File: src/rtl/arr_packer.sv
// Stream-to-array packer: collects up to N_WORDS words from a valid/ready stream
// into one zero-padded frame, with a per-word odd mask and real-word count.
//
// state | meaning
// ------+------------------------------------------------------------------
// FILL  | accepting words into slot idx; in_ready=1
// HOLD  | complete frame presented on arr/odd_mask/word_cnt; waiting for out_ready
module arr_packer #(
    parameter int N_WORDS = 5,
    parameter int W       = 32
) (
    input  logic                 clk,
    input  logic                 rst,
    input  logic [W-1:0]         in_data,
    input  logic                 in_valid,
    input  logic                 in_last,
    output logic                 in_ready,
    output logic [N_WORDS*W-1:0] arr,
    output logic                 out_valid,
    input  logic                 out_ready,
    output logic [N_WORDS-1:0]   odd_mask,
    output logic [2:0]           word_cnt
);

    localparam logic [2:0] LAST_IDX = 3'(N_WORDS - 1);

    typedef enum logic {
        FILL = 1'b0,
        HOLD = 1'b1
    } state_t;

    state_t                 state, state_nx;
    logic [2:0]             idx, idx_nx;
    logic [N_WORDS*W-1:0]   arr_nx;
    logic [N_WORDS-1:0]     mask_nx;
    logic [2:0]             cnt_nx;
    logic                   ovld_nx;
    logic                   accept;
    logic                   close;

    assign in_ready = (state == FILL);
    assign accept   = in_valid && in_ready;
    assign close    = (idx == LAST_IDX) || in_last;

    always_ff @(posedge clk) begin
        if (rst) begin
            state     <= FILL;
            idx       <= '0;
            arr       <= '0;
            odd_mask  <= '0;
            word_cnt  <= '0;
            out_valid <= 1'b0;
        end else begin
            state     <= state_nx;
            idx       <= idx_nx;
            arr       <= arr_nx;
            odd_mask  <= mask_nx;
            word_cnt  <= cnt_nx;
            out_valid <= ovld_nx;
        end
    end

    always_comb begin
        state_nx = state;
        idx_nx   = idx;
        arr_nx   = arr;
        mask_nx  = odd_mask;
        cnt_nx   = word_cnt;
        ovld_nx  = out_valid;
        case (state)
            FILL: begin
                if (accept) begin
                    // Slots below idx keep this frame's words; slots above idx are
                    // only zeroed when the frame closes, so stale data never escapes.
                    for (int k = 0; k < N_WORDS; k++) begin
                        if (3'(k) == idx) begin
                            arr_nx[k*W +: W] = in_data;
                            mask_nx[k]       = in_data[0];
                        end else if (close && (3'(k) > idx)) begin
                            arr_nx[k*W +: W] = '0;
                            mask_nx[k]       = 1'b0;
                        end
                    end
                    if (close) begin
                        cnt_nx   = idx + 3'd1;
                        ovld_nx  = 1'b1;
                        idx_nx   = '0;
                        state_nx = HOLD;
                    end else begin
                        idx_nx = idx + 3'd1;
                    end
                end
            end
            HOLD: begin
                if (out_ready) begin
                    ovld_nx  = 1'b0;
                    state_nx = FILL;
                end
            end
            default: state_nx = FILL;
        endcase
    end

endmodule

File: config.mk
export PLATFORM = sky130hd
export DESIGN_NAME = arr_packer
export DESIGN_NICKNAME = d
export VERILOG_FILES = /design/src/rtl/arr_packer.sv
export SDC_FILE = /design/constraint.sdc
export NUM_CORES = 1
export LEC_CHECK = 0
export BUFFER_PORTS_ARGS = -buffer_cell sky130_fd_sc_hd__buf_2
export CORE_MARGIN = 3
export CORE_UTILIZATION = 56
export DETAILED_ROUTE_END_ITERATION = 12
export GPL_TIMING_DRIVEN = 0
export PLACE_DENSITY = 0.85
export REMOVE_ABC_BUFFERS = 1
export SYNTH_ARGS = -nofsm -noshare
export SYNTH_HDL_FRONTEND = slang
export SYNTH_SLANG_ARGS = --single-unit
File: constraint.sdc
create_clock -name clk -period 5.09 [get_ports clk]
set_input_delay 0.2545 -clock clk [delete_from_list [all_inputs] [get_ports clk]]
set_output_delay 0.2545 -clock clk [all_outputs]
set_load 0.02 [all_outputs]
==> key figures <==
Outcome
  • Status: complete, no violations

Logic synthesis
  • Top cell type's share of synthesized area: 47.15%
  • Syn Area/Cell: 8.323 um^2
  • Synth area leader: dfxtp_1
  • Synth area leaders: dfxtp_1, nand3_1, a21oi_1
  • Post-synth ARST share: 0%
  • Sequential share of the synthesized area: 47.15%
  • Unique masters post-synth: 35
  • Yosys reg bits: 168
  • EDFF count, synth: 0
  • Post-synth top flop: dfxtp_1
  • Synth Warn #: 0
  • Mapped Cells: 857
  • Synthesized area: 7133 um^2

Power and ir drop
  • Internal cell power: 2.251 mW
  • Comb pwr share: 10.4%
  • Switch share: 25.15%
  • Psw: 0.7563 mW
  • P_leak: 3.822 nW
  • Clock power frac: 44.3%
  • VDD IR max: 0.0002140 V
  • PD cells: 341.5 nW/um^2
  • Sequential power share: 45.2%

Setup path
  • Crit path largest cell delay: 820 ps
  • Flop2flop setup slack: 2390 ps
  • Reg-to-reg startpoint: idx[0]$_SDFFE_PP0P_
  • Slowest stage cell on the critical path: ha_2
  • Worst Path Buf+Inv: 2
  • Setup crit start: idx[0]$_SDFFE_PP0P_
  • CP Cell Sequence: inv_1, ha_2, nor4bb_4, buf_6, nand2_1, a21oi_1
  • CP top delay family: adder cells
  • CP arrival: 3050 ps
  • Critical Path End Type: flip-flop
  • Worst Path Max Fanout: 37
  • CP Data Required Time: 5440 ps
  • CP startpoint kind: flip-flop
  • Crit Path Class: reg2reg

GRT
  • Initial antenna violation count: 0
  • Vias in the first global route: 6578
  • Tot GR Track Use: 29.69%
  • M3 GR Usage: 6.505%
  • M2 GR Usage: 47.99%
  • Largest net degree at the start of global routing: 135
  • First-pass GRT wire length: 34430 um
  • Met1 usage: 38.67%
  • Most Crowded Layer GR: met2
  • Overflow after GRT: 0

Final layout
  • Final Util: 72.13%
  • Leading cell type in the layout, fill and taps excluded: buf_2
  • Most frequent cells in the layout: buf_2, dfxtp_1, nand3_1
  • Final Cell Area: 8808 um^2
  • Seq. cell area: 3363 um^2
  • Fill count: 992
  • Layout cells sized above 1: 26.34%
  • Syn-to-layout area delta: 23.49%
  • Layout Nets: 1034
  • Multi-input gate area: 3272 um^2
  • # diodes: 0

Clocking
  • TritonCTS clock tree: done
  • Clock latency on the worst-skew pair: 430 ps
  • Clock root buffer: clkbuf_16
  • # resized after CTS: 0
  • Post-CTS setup buffer count: 0
  • CTS buffer count: 17
  • Clock sink count: 168
  • Clk slew on worst S/H paths: 60 ps
  • H-tree depth: 4
  • Clk buf depth: 2
  • Cts hold-fix bufs: 0

STA
  • Worst slew pin tran: 955.9 ps
  • Setup-failing EPs final: 0
  • Final Cycle Share: 53.01%
  • Final Hold Viols: 0
  • Max Freq: 370.6 MHz
  • Clk_skew: 6.512 ps
  • RSZ-0062 raised after global routing: false
  • Slew margin rel.: 36.27%
  • Slew Limit Fails: 0
  • Minimum clock period: 2698 ps

Flow run
  • Max cap viols: 0

Min path
  • Hold Crit Start: out_ready
  • Hold Crit Class: in2reg

Detailed routing
  • DR vias: 7261
  • Vias per cell: 6.185
  • WL final: 21910 um
  • Routed wire length per instance: 18.66 um
  • Post-DRT Antenna Nets: 0
  • Drt first pass iters: 5
  • Drc violations: 0
  • Starting DRT DRC Count: 820

Floorplanning
  • Die height: 118.9 um
  • Starting density of the core: 58.41%
  • # rows: 40
  • Boundary pin count: 207
  • Die area: 14130 um^2
  • Chip width: 118.9 um
  • Core footprint: 12210 um^2

Place
  • Port Buf Inserts: 206
  • DP Wirelength: 13070 um
  • Routability Congestion: 0.7687
  • Post-DP Area: 8183 um^2
[power by group through the flow]
stage	registers [mW]	logic (mW)	clock network [mW]
finish	1.36	0.313	1.33
global route	1.36	0.334	1.40
CTS	1.36	0.308	1.34
detailed placement	1.39	0.305	0
global placement	1.39	0.280	0
floorplan	1.42	0.117	0
[worst min-delay path, delay by kind of cell]
family,cells,cell delay (ps)
buffers and inverters,1,80
and+or+nand+nor,1,90
AOI/OAI and AO/OA,1,60
[synthesized netlist by cell type, types with 15 or more instances]
cell / instances
inv_1: 36
buf_2: 15
clkbuf_1: 73
a21oi_1: 102
nand3_1: 131
nor2b_1: 66
nand2_1: 67
a22oi_1: 32
dfxtp_1: 168
o32ai_1: 31
a32oi_1: 31
o21ai_0: 66
[layer usage]
metal | part of all wire, % | wire [um] | vias to the layer above
met2 | 48 | 10490 | 403
li1 | - | - | 3324
met3 | 9.3 | 2029 | 43
met4 | 2.1 | 463 | 0
met1 | 41 | 8928 | 3491
met5 | 0 | 0 | -
[kinds of logic (layout without fill, tap and decap cells)]
logic type                 Yosys count  in the layout  share of synthesized area (%)
xor gates and xnor gates             1              1                         0.1228
and+or+nand+nor                    280            280                          20.38
muxes                                1              1                         0.1403
adders and majority gates            3              3                         0.5263
DFF                                168            168                          47.15
buffers and inverters              136            285                          8.156
AOI/OAI and AO/OA                  268            268                          23.52
[state kept, by name, indices dropped and copies added (netlist names)]
name	count
odd_mask	1
state	1
idx	3
word_cnt	3
out_valid	1
arr	159
[cell type report]
| cell class | instances | share of cell area [%] |
|---|---|---|
| sequential | 168 | 38.18 |
| timing repair buffer | 218 | 13.86 |
| tap | 168 | 2.386 |
| multi-input combinational | 553 | 37.14 |
| clock buffer | 23 | 5.540 |
| inverter | 36 | 1.534 |
| clock inverter | 8 | 1.349 |
[final timing paths]
path,cells after the start,to
max,6,arr[23]$_SDFFE_PP0P_
min,3,state$_SDFF_PP0_
max reg2reg,6,arr[23]$_SDFFE_PP0P_
min reg2reg,2,out_valid$_SDFFE_PP0P_
[metrics by stage]
step / cells / hold WS [ps] / setup slack [ps] / total power, mW / setup TNS [ps]
after detailed placement: 1142 / 450.9 / 2066 / 1.694 / 0
final: 1174 / 107.1 / 2392 / 3.008 / 0
after global placement: 1131 / 445.6 / -1718 / 1.667 / -174740
after CTS: 1173 / 95.77 / 1995 / 3.006 / 0
after global routing: 1174 / 112.4 / 2169 / 3.098 / 0
after floorplan: 757 / 323.6 / 653.3 / 1.536 / 0
Power figures use the tool's default switching activity.
